==> src/rtl/note_player_pkg.sv <==
// Shared types and widths for the note player: FSM state encoding and datapath sizes.
package note_player_pkg;

  localparam int NOTE_W     = 6;
  localparam int DUR_W      = 7;
  localparam int STEP_W     = 20;
  localparam int PHASE_W    = 22;
  localparam int ADDR_W     = 10;
  localparam int SMP_STAGES = 1;

  typedef enum logic [1:0] {
    ST_IDLE    = 2'd0,
    ST_PLAYING = 2'd1,
    ST_PAUSED  = 2'd2
  } state_t;

endpackage

==> src/rtl/frequency_rom.sv <==
// Note index -> phase step ROM, round(440*2^((n-49)/12)*2^22/48000); read is registered
// and only advances on en so the step holds for the life of a note.
module frequency_rom
  import note_player_pkg::*;
(
  input  logic              clk,
  input  logic              rst,
  input  logic              en,
  input  logic [NOTE_W-1:0] addr,
  output logic [STEP_W-1:0] step
);

  logic [STEP_W-1:0] rom_val;

  always_comb begin
    rom_val = '0;
    case (addr)
      6'd1:  rom_val = 20'd2403;   6'd2:  rom_val = 20'd2546;   6'd3:  rom_val = 20'd2697;
      6'd4:  rom_val = 20'd2858;   6'd5:  rom_val = 20'd3028;   6'd6:  rom_val = 20'd3208;
      6'd7:  rom_val = 20'd3398;   6'd8:  rom_val = 20'd3600;   6'd9:  rom_val = 20'd3815;
      6'd10: rom_val = 20'd4041;   6'd11: rom_val = 20'd4282;   6'd12: rom_val = 20'd4536;
      6'd13: rom_val = 20'd4806;   6'd14: rom_val = 20'd5092;   6'd15: rom_val = 20'd5395;
      6'd16: rom_val = 20'd5715;   6'd17: rom_val = 20'd6055;   6'd18: rom_val = 20'd6415;
      6'd19: rom_val = 20'd6797;   6'd20: rom_val = 20'd7201;   6'd21: rom_val = 20'd7629;
      6'd22: rom_val = 20'd8083;   6'd23: rom_val = 20'd8563;   6'd24: rom_val = 20'd9072;
      6'd25: rom_val = 20'd9612;   6'd26: rom_val = 20'd10184;  6'd27: rom_val = 20'd10789;
      6'd28: rom_val = 20'd11431;  6'd29: rom_val = 20'd12110;  6'd30: rom_val = 20'd12830;
      6'd31: rom_val = 20'd13593;  6'd32: rom_val = 20'd14402;  6'd33: rom_val = 20'd15258;
      6'd34: rom_val = 20'd16165;  6'd35: rom_val = 20'd17127;  6'd36: rom_val = 20'd18145;
      6'd37: rom_val = 20'd19224;  6'd38: rom_val = 20'd20367;  6'd39: rom_val = 20'd21578;
      6'd40: rom_val = 20'd22861;  6'd41: rom_val = 20'd24221;  6'd42: rom_val = 20'd25661;
      6'd43: rom_val = 20'd27187;  6'd44: rom_val = 20'd28803;  6'd45: rom_val = 20'd30516;
      6'd46: rom_val = 20'd32331;  6'd47: rom_val = 20'd34253;  6'd48: rom_val = 20'd36290;
      6'd49: rom_val = 20'd38448;  6'd50: rom_val = 20'd40734;  6'd51: rom_val = 20'd43156;
      6'd52: rom_val = 20'd45722;  6'd53: rom_val = 20'd48441;  6'd54: rom_val = 20'd51322;
      6'd55: rom_val = 20'd54373;  6'd56: rom_val = 20'd57607;  6'd57: rom_val = 20'd61032;
      6'd58: rom_val = 20'd64661;  6'd59: rom_val = 20'd68506;  6'd60: rom_val = 20'd72580;
      6'd61: rom_val = 20'd76896;  6'd62: rom_val = 20'd81468;  6'd63: rom_val = 20'd86312;
      default: rom_val = '0;
    endcase
  end

  always_ff @(posedge clk) begin
    if (rst)     step <= '0;
    else if (en) step <= rom_val;
  end

endmodule

==> src/rtl/note_player.sv <==
// Plays one note at a time: counts beats down to note_done and advances a sine-table
// phase accumulator on each sample request while running.
module note_player
  import note_player_pkg::*;
(
  input  logic              clk,
  input  logic              rst,
  input  logic              play,
  input  logic              new_note,
  input  logic [NOTE_W-1:0] note,
  input  logic [DUR_W-1:0]  duration,
  input  logic              new_beat,
  input  logic              sample_req,
  output logic              note_done,
  output logic              sample_valid,
  output logic [ADDR_W-1:0] phase_addr,
  output logic              busy
);

  state_t              state, state_nxt;
  logic [DUR_W-1:0]    beat_cnt;
  logic [PHASE_W-1:0]  phase;
  logic [STEP_W-1:0]   step;
  logic [SMP_STAGES-1:0] vld_pipe;
  logic                adv, expire;

  frequency_rom u_rom (
    .clk  (clk),
    .rst  (rst),
    .en   (new_note),
    .addr (note),
    .step (step)
  );

  always_ff @(posedge clk) begin
    if (rst) state <= ST_IDLE;
    else     state <= state_nxt;
  end

  // A load always wins over pause/expiry; play=0 freezes counting on the same edge.
  always_comb begin
    state_nxt = state;
    if (new_note) begin
      state_nxt = play ? ST_PLAYING : ST_PAUSED;
    end else begin
      case (state)
        ST_PLAYING: if (expire) state_nxt = ST_IDLE;
                    else if (!play) state_nxt = ST_PAUSED;
        ST_PAUSED:  if (play) state_nxt = ST_PLAYING;
        default:    state_nxt = ST_IDLE;
      endcase
    end
  end

  // duration=0 expires on the first running cycle without needing a beat.
  always_comb begin
    busy   = (state != ST_IDLE);
    adv    = (state == ST_PLAYING) && play && !new_note;
    expire = adv && ((beat_cnt == '0) || (new_beat && (beat_cnt == DUR_W'(1))));
  end

  always_ff @(posedge clk) begin
    if (rst) begin
      beat_cnt  <= '0;
      phase     <= '0;
      note_done <= 1'b0;
      vld_pipe  <= '0;
    end else begin
      note_done   <= expire;
      vld_pipe[0] <= sample_req;
      for (int i = 1; i < SMP_STAGES; i++) vld_pipe[i] <= vld_pipe[i-1];
      if (new_note) begin
        beat_cnt <= duration;
        phase    <= '0;
      end else if (adv) begin
        if (expire)        beat_cnt <= '0;
        else if (new_beat) beat_cnt <= beat_cnt - DUR_W'(1);
        if (sample_req)    phase <= phase + {{(PHASE_W-STEP_W){1'b0}}, step};
      end
    end
  end

  assign sample_valid = vld_pipe[SMP_STAGES-1];
  assign phase_addr   = phase[PHASE_W-1 -: ADDR_W];

endmodule

==> config.mk <==
export PLATFORM = sky130hd
export DESIGN_NAME = note_player
export DESIGN_NICKNAME = d
export VERILOG_FILES = /design/src/rtl/note_player_pkg.sv /design/src/rtl/frequency_rom.sv /design/src/rtl/note_player.sv
export SDC_FILE = /design/constraint.sdc
export NUM_CORES = 1
export LEC_CHECK = 0
export BUFFER_PORTS_ARGS = -buffer_cell sky130_fd_sc_hd__buf_4
export CORE_MARGIN = 2
export CORE_UTILIZATION = 45
export CTS_CLUSTER_DIAMETER = 150
export DETAILED_ROUTE_END_ITERATION = 6
export GPL_ROUTABILITY_DRIVEN = 0
export PLACE_DENSITY = 0.63
export SLEW_MARGIN = 10
export SYNTH_ARGS = -nofsm -noshare
export SYNTH_HDL_FRONTEND = slang
export SYNTH_HIERARCHICAL = 1
export SYNTH_SLANG_ARGS = --single-unit
==> constraint.sdc <==
create_clock -name clk -period 2.27 [get_ports clk]
set_input_delay 0.227 -clock clk [delete_from_list [all_inputs] [get_ports clk]]
set_output_delay 0.227 -clock clk [all_outputs]
set_load 0.05 [all_outputs]
* After elaboration in Yosys (flattened, before gate mapping)
Memories as Yosys holds them, arrays and structs flattened. A register that Yosys moved wholly into a read port is not among the register bits.
Cells that the tools add are included.
** Word-level totals
- Bits in registers :: 53
- ROM bits :: 1088
- Input port bits :: 19
- Output and inout port bits :: 13
- Memories kept :: 1
** Cells by class
- Multiplexer cells :: 10
- Reductions and logical operators :: 14
- Add/sub/neg operators :: 2
- Equality and inequality tests :: 5
** Memory list
- (no name shown) :: words 64, width 17, read ports 1, clocked after memory_dff 1, wr ports 0, line frequency_rom.sv:17 : case (addr)
** Operators with widths (count)
- 7-bit 2-to-1 mux :: 4
- 22-bit by 20-bit adder with 22-bit output :: 1
- 2-bit 2-to-1 mux :: 5
- 7-bit by 1-bit equality test with 1-bit output (second input constant) :: 1
- 7-bit zero test :: 1
- 7-bit by 1-bit subtractor with 7-bit output (second input constant) :: 1
- 2-bit AND reduction :: 3
- 1-bit logical AND :: 4
- 4-bit inequality test (second input constant) :: 1
- 2-bit case mux with 2 select lines :: 1
- 2-bit nonzero test :: 2
- 3-bit inequality test (second input constant) :: 1
- 3-bit nonzero test :: 1
- 2-bit by 1-bit equality test with 1-bit output (second input constant) :: 1
- 2-bit equality test (second input constant) :: 1
- 2-bit OR reduction :: 1
- 1-bit zero test :: 1
- 1-bit logical OR :: 1

* Logic depth before layout (Yosys ltp)
Gate-level depths: netlist of the first run.
- Depth after elaboration :: 7
- Mapped depth :: 9

* By module
The synthesis of the first run kept the hierarchy.
** Modules (own cells, without submodules)
- note_player :: cells each 327, area an instance 2516.2 sq um, times used 1, sequential area each 660.6 sq um
- frequency_rom :: cells each 292, area an instance 2079.5 sq um, times used 1, sequential area each 340.3 sq um

* Least setup slack after synthesis of the first run
No wires, ideal clock.
- Kind :: reg-to-reg
- From :: register phase[0]
- To :: register phase[18]
- Cell stages (with the launch flop) :: 10
- Setup slack :: -214 ps
- Path buffers :: 0
- Data arrival time :: 2421 ps
- Path through :: dfxtp_1 > ha_1 > inv_1 > fa_1 > nand2b_1 > a21o_1 > a211o_1 > a2111o_1 > a2111o_1 > nand3_1
** Between the ends
- Cells in the longest elaborated chain, start to end :: 1
** Ends and longest elaborated chain
- start: declaration :: line note_player.sv:22 : logic [PHASE_W-1:0] phase;
- start signal: assignment :: line note_player.sv:78 : if (sample_req) phase <= phase + {{(PHASE_W-STEP_W){1'b0}}, step};
- 22-bit by 20-bit adder with 22-bit output :: line note_player.sv:78
No other way between the ends.
A chain may end at the register's enable or synchronous reset.

* Final worst setup path of the first run
- From :: register u_rom.step[0]
- To :: register phase[18]
** Between the ends
- Cells in the longest elaborated chain, start to end :: 1
** Ends and longest elaborated chain
- start: declaration :: line frequency_rom.sv:10 : output logic [STEP_W-1:0] step
- 22-bit by 20-bit adder with 22-bit output :: line note_player.sv:78
No other way between the ends.

==> reports/qor.csv, run 1 <==
metric;value;unit
status;finished, violations left;
failed_checks;setup timing;
p_leak;0.00212;uW
postRouteAntennaNets;0;
synth_cell_types;75;
layout-drive-gt1-share;0.174;
grt_antenna_before_repair;0;
cp.required;2.53;ns
initial_core_util;0.466;
worst_pin_slew;0.590;ns
drt_iter0_drc;277;
utilization;0.535;
rows;36;
cts_max_level;2;
cpLargestDelayFamily;compound AO/OA/AOI/OAI gates;
max_stage_delay;0.39;ns
clk_pin_slew;0.10;ns
multi_input_area;3360;um2
p_total;2220;uW
dieArea;11000;um2
finalMaxSlewViolations;0;
grt_pass1_vias;4459;
firstDrtPassIters;4;
max-slew-margin-rel;0.606;
dp_worst_setup_slack;-0.135;ns
cap_viol_max_count;0;
end_kind;register;
synth-edff-count;0;
fill_cells;974;
portBuffers;31;
holdWs;0.131;ns
tns;-0.141;ns
cp.arrival;2.65;ns
seq_area;1000;um2
clk_latency;0.31;ns
finalWorstSetupSlack;-0.120;ns
grt_pass1_wl;22000;um
vias;4819;
routed_wl;13500;um
clock-sinks;50;
yosysWarnings;23;
cts_hold_buffers;0;
viasPerCell;6.17;
post-dp-hpwl;9920;um
core_area;9860;um2
fin_crit_sh;1.05;
fmax;0.418;GHz
hold_class;primary input to register;
ys_async_sr_fraction;0;
rsz0062_at_grt;yes;
period_needed;2.39;ns
irDropWorstVdd;0.000261;V
path_common_cell;a2111o_1;
io_pins;32;
overflow;0;
nNetsFinal;705;
seq_area_frac_synth;0.218;
start_kind;register;
crit_buf_inv;1;
avgRoutedWirePerCell;17.3;um
power_density;420;nW/um2
root_buffer;clkbuf_8;
crit_path_cell_trace;ha_4 -> inv_2 -> fa_2 -> nand2b_4 -> a21o_1 -> a211o_1 -> a2111o_1 -> a2111o_1 -> nand3_1;
avgSynthCellArea;7.42;um2
crit_type;register to register;
hold_viol;0;
slowest_stage;a2111o_1;
clock_path_buffers;2;
area_delta_synth_final;14.9;%
cts_tree;built;
skew;0.0119;ns
syn-cell-area;4600;um2
ys_seq_elements;50;
setup_viol;2;
grt_max_degree;35;
grt.total_usage;0.241;
numCtsBuffers;5;
die_x;105;um
synthCells;619;
worstPathMaxFanout;2;
drc;0;
synthFlopType;dfxtp_1;
n_antenna_cell;0;
fp.dieH;105;um
layout by cell type (no fill, tap or decap), drive strengths merged, types with 16 or more instances in the layout:
cell    instances
a211oi         18
a21oi          57
buf            72
dfxtp          50
ha             38
inv            22
nand2          64
nand3          18
nor2           71
nor3           16
o21ai          35
routing by layer:
metal	part of all wire	vias up	GRT usage
met2	0.46	205	0.382
met3	0.062	43	0.0262
li1	-	2333	-
met4	0.030	0	0.0933
met5	0	-	0
met1	0.45	2238	0.333
final cells by class:
cell class,instances,share of cell area
multi-input cells,496,0.637
flip-flops and latches,50,0.190
repair buffers,72,0.105
well taps,133,0.0315
inverters,22,0.0156
clock buffers,5,0.0130
clock inverters,3,0.00830
repair_timing:
item,in CTS,in global routing
resized for setup,4,14
pin swaps,1,6
setup buffers,0,3
endpoints found under the setup margin,5,8
kinds of logic (layout without fill, tap and decap cells):
group / Yosys count / after routing / share of synthesized area
muxes: 13 / 13 / 0.0398
buffers and inverters: 75 / 102 / 0.0819
xor gates and xnor gates: 12 / 12 / 0.0229
adders and majority gates: 39 / 39 / 0.108
AOI/OAI and AO/OA: 209 / 209 / 0.307
other: 1 / 3 / 0.000816
DFF: 50 / 50 / 0.218
and+or+nand+nor: 220 / 220 / 0.222
state kept, by name, summed over array words and instances (netlist names):
signal	count
state	2
u_rom/step	17
phase	22
sample_valid	1
beat_cnt	7
note_done	1
cell usage after synthesis (4+ instances only):
library cell  count  area (um2)
buf_2            11        55.1
a21o_1           12        90.1
ha_1             38         475
o211ai_1         12        90.1
xnor2_1           8        70.1
nand4_1           6        37.5
mux2i_1           7        70.1
mux4_2            4        90.1
dfxtp_1          50        1000
nor4_1            6        37.5
a211oi_1         17         128
nor2b_1           6        37.5
nor3_1           15        75.1
inv_1            20        75.1
clkbuf_1         22        82.6
nor2_1           71         267
buf_4            15         113
nand2b_1          8        50.1
a31oi_1          10        62.6
o21ai_0          31         155
a221oi_1         12         105
xor2_1            4        35.0
and3_1            4        25.0
nand2_1          63         236
or3_1             6        37.5
a2111o_1          4        45.0
a311oi_1         10        87.6
o21bai_1          4        30.0
nand3_1          18        90.1
a21oi_1          57         285
report_power, final:
group / internal [uW] / switching [uW] / leakage (uW) / total [uW]
logic: 246 / 377 / 0.00165 / 624
registers: 911 / 31.4 / 0.000409 / 943
clock network: 331 / 319 / 0.0000585 / 649
through the flow:
stage / cells / area (um2)
after detailed placement: 770 / 5030
final: 781 / 5280
after global routing: 781 / 5280
after global placement: 770 / 5030
after CTS: 778 / 5160
after floorplan: 621 / 4630
worst paths after layout:
check                      from           end  slack (ns)  cells after the start
hold reg to reg        phase[5]      phase[5]        0.47                      2
setup reg to reg  u_rom/step[0]     phase[18]       -0.12                      9
setup / recovery  u_rom/step[0]     phase[18]       -0.12                      9
hold / removal       sample_req  sample_valid        0.13                      2
No activity file was read; power rests on OpenSTA's default activity.
==> inputs of run 2 (changes only) <==
--- a/config.mk
+++ b/config.mk
@@ -11,7 +11,6 @@
 export CTS_CLUSTER_DIAMETER = 150
 export DETAILED_ROUTE_END_ITERATION = 6
 export GPL_ROUTABILITY_DRIVEN = 0
-export PLACE_DENSITY = 0.63
 export SLEW_MARGIN = 10
 export SYNTH_ARGS = -nofsm -noshare
 export SYNTH_HDL_FRONTEND = slang
==> run 2 against run 1 <==
  * The flow still finishes with violations (setup timing)
  * Combinational power is 2% lower
  * Non-clock buffer count shrank 3
  * Register-to-register slack about the same
  * Sequential cell count did not move
  * Core utilization shrank 1.3 points
  * First-iteration DRC count is 19% lower
  * Largest power group unchanged
  * Highest routed layer unchanged
==> reports/qor.csv, run 2 (synthesis results as in run 1) <==
metric;value;unit;change
final_common_cell;nor2_1;;
fin_crit_sh;1.06;;was 1.05
n_antenna_cell;0;;unchanged
highest_layer;met4;;unchanged
tns;-0.322;ns;was -0.141 ns
finalMaxSlewViolations;0;;unchanged
cp.arrival;2.66;ns;was 2.65 ns
vias;4724;;was 4819
largest-register;phase;;unchanged
core_area;9860;um2;unchanged
nNetsFinal;702;;was 705
max-slew-margin-rel;0.616;;was 0.606
grt_antenna_before_repair;0;;unchanged
viasPerCell;6.08;;was 6.17
hold_class;primary input to register;;unchanged
worst_pin_slew;0.575;ns;was 0.590 ns
rsz0062_at_grt;yes;;unchanged
p_leak;0.00209;uW;was 0.00212 uW
clk_pin_slew;0.10;ns;about the same
fill_cells;949;;was 974
clock-sinks;50;;unchanged
status;finished, violations left;;unchanged
wl_met1;5850;um;was 6120 um
grt_max_degree;34;;was 35
p_total;2070;uW;was 2220 uW
cap_viol_max_count;0;;unchanged
irDropWorstVdd;0.000188;V;was 0.000261 V
clock_path_buffers;2;;unchanged
placed_cell_area;5020;um2;was 5030 um2
fin_area;5150;um2;was 5280 um2
grt_pass1_vias;4509;;was 4459
firstDrtPassIters;5;;was 4
largest_reg_flops;22;;unchanged
numCtsBuffers;5;;unchanged
ff2ff_setup_slack;-0.13;ns;was -0.12 ns
postRouteAntennaNets;0;;unchanged
overflow;0;;unchanged
io_pins;32;;unchanged
worstPathMaxFanout;2;;unchanged
end_kind;register;;unchanged
routed_wl;13300;um;was 13500 um
route.met3.wl;631;um;was 834 um
root_buffer;clkbuf_8;;unchanged
initial_core_util;0.466;;unchanged
cts_hold_buffers;0;;unchanged
drc;0;;unchanged
cp.required;2.53;ns;about the same
start_kind;register;;unchanged
layout_common_cells;nor2_1, buf_4, nand2_1;;unchanged
fmax;0.417;GHz;was 0.418 GHz
post-dp-hpwl;9860;um;was 9920 um
cts_tree;built;;unchanged
fp.dieH;105;um;unchanged
skew;0.0107;ns;was 0.0119 ns
period_needed;2.40;ns;was 2.39 ns
grt_pass1_wl;22100;um;was 22000 um
power_density;401;nW/um2;was 420 nW/um2
failed_checks;setup timing;;unchanged
rows;36;;unchanged
avgRoutedWirePerCell;17.1;um;was 17.3 um
grt.total_usage;0.242;;was 0.241
dieArea;11000;um2;unchanged
top_regs;phase: 22 flops, u_rom/step: 17 flops, beat_cnt: 7 flops;;unchanged
die_x;105;um;unchanged
cts_max_level;2;;unchanged
setup_viol;5;;was 2
layout-drive-gt1-share;0.157;;was 0.174
met2WireLength;6320;um;was 6160 um
crit_type;register to register;;unchanged
drt_iter0_drc;224;;was 277
finalWorstSetupSlack;-0.126;ns;was -0.120 ns
area_delta_synth_final;12.1;%;was 14.9%
dp_worst_setup_slack;-0.148;ns;was -0.135 ns
portBuffers;31;;unchanged
clk_latency;0.31;ns;about the same
hold_viol;0;;unchanged
==> run 2: changes by cell type in the layout (fill, tap and decap cells not counted), sizes merged <==
cell	delta
clkbuf	+1
clkinv	-1
bufinv	-1
clkinvlp	+1
inv	-1
buf	-3
==> run 2: worst paths after layout <==
kind / from / to / cells past startpoint
worst min register to register: phase[5] / phase[5] / 2
worst max register to register: u_rom/step[0] / phase[18] / 9
worst min-delay path: rst / sample_valid / 2
worst max-delay path: u_rom/step[0] / phase[18] / 9
==> run 2: power breakdown <==
group,internal (uW),switching (uW)
logic,240,372
clock network,212,305
registers,911,28.1
total,1360,705
==> run 2: area by class of cell <==
type / instances / area [um2] / share of cell area
Sequential cell: 50 / 1000 / 0.195
Tap cell: 133 / 166 / 0.0323
Multi-Input combinational cell: 496 / 3290 / 0.638
Timing Repair Buffer: 69 / 534 / 0.104
Inverter: 22 / 82.6 / 0.0160
Clock inverter: 1 / 7.51 / 0.00146
Clock buffer: 6 / 72.6 / 0.0141
==> run 2: timing repair <==
action | CTS | global route
setup buffers | 0 | 2
pin swaps | 2 | 9
gates resized for setup | 4 | 6
endpoints found under the setup margin | 5 | 9
cloned | 0 | 0
==> run 2: worst max-delay path, stage by stage, from the launching register on <==
cell and delay (ns):
dfxtp_2 0.37, ha_4 0.14, inv_2 0.04, fa_2 0.34
nand2b_4 0.15, a21o_1 0.20, a211o_1 0.29, a2111o_1 0.40
a2111o_1 0.37, nand3_1 0.07
==> run 2: routing by layer <==
metal	vias up	track usage
met5	-	0
met1	2193	0.307
met4	0	0.0990
met2	172	0.417
met3	44	0.0237
li1	2315	-
==> run 2: metrics by stage <==
step / cells / hold slack [ns] / util
5_1_grt: 777 / 0.101 / 0.522
3_3_place_gp: 769 / 0.409 / 0.509
3_5_place_dp: 769 / 0.420 / 0.509
2_1_floorplan: 621 / 0.355 / -
6_report: 777 / 0.0962 / 0.522
4_1_cts: 776 / 0.0915 / 0.520
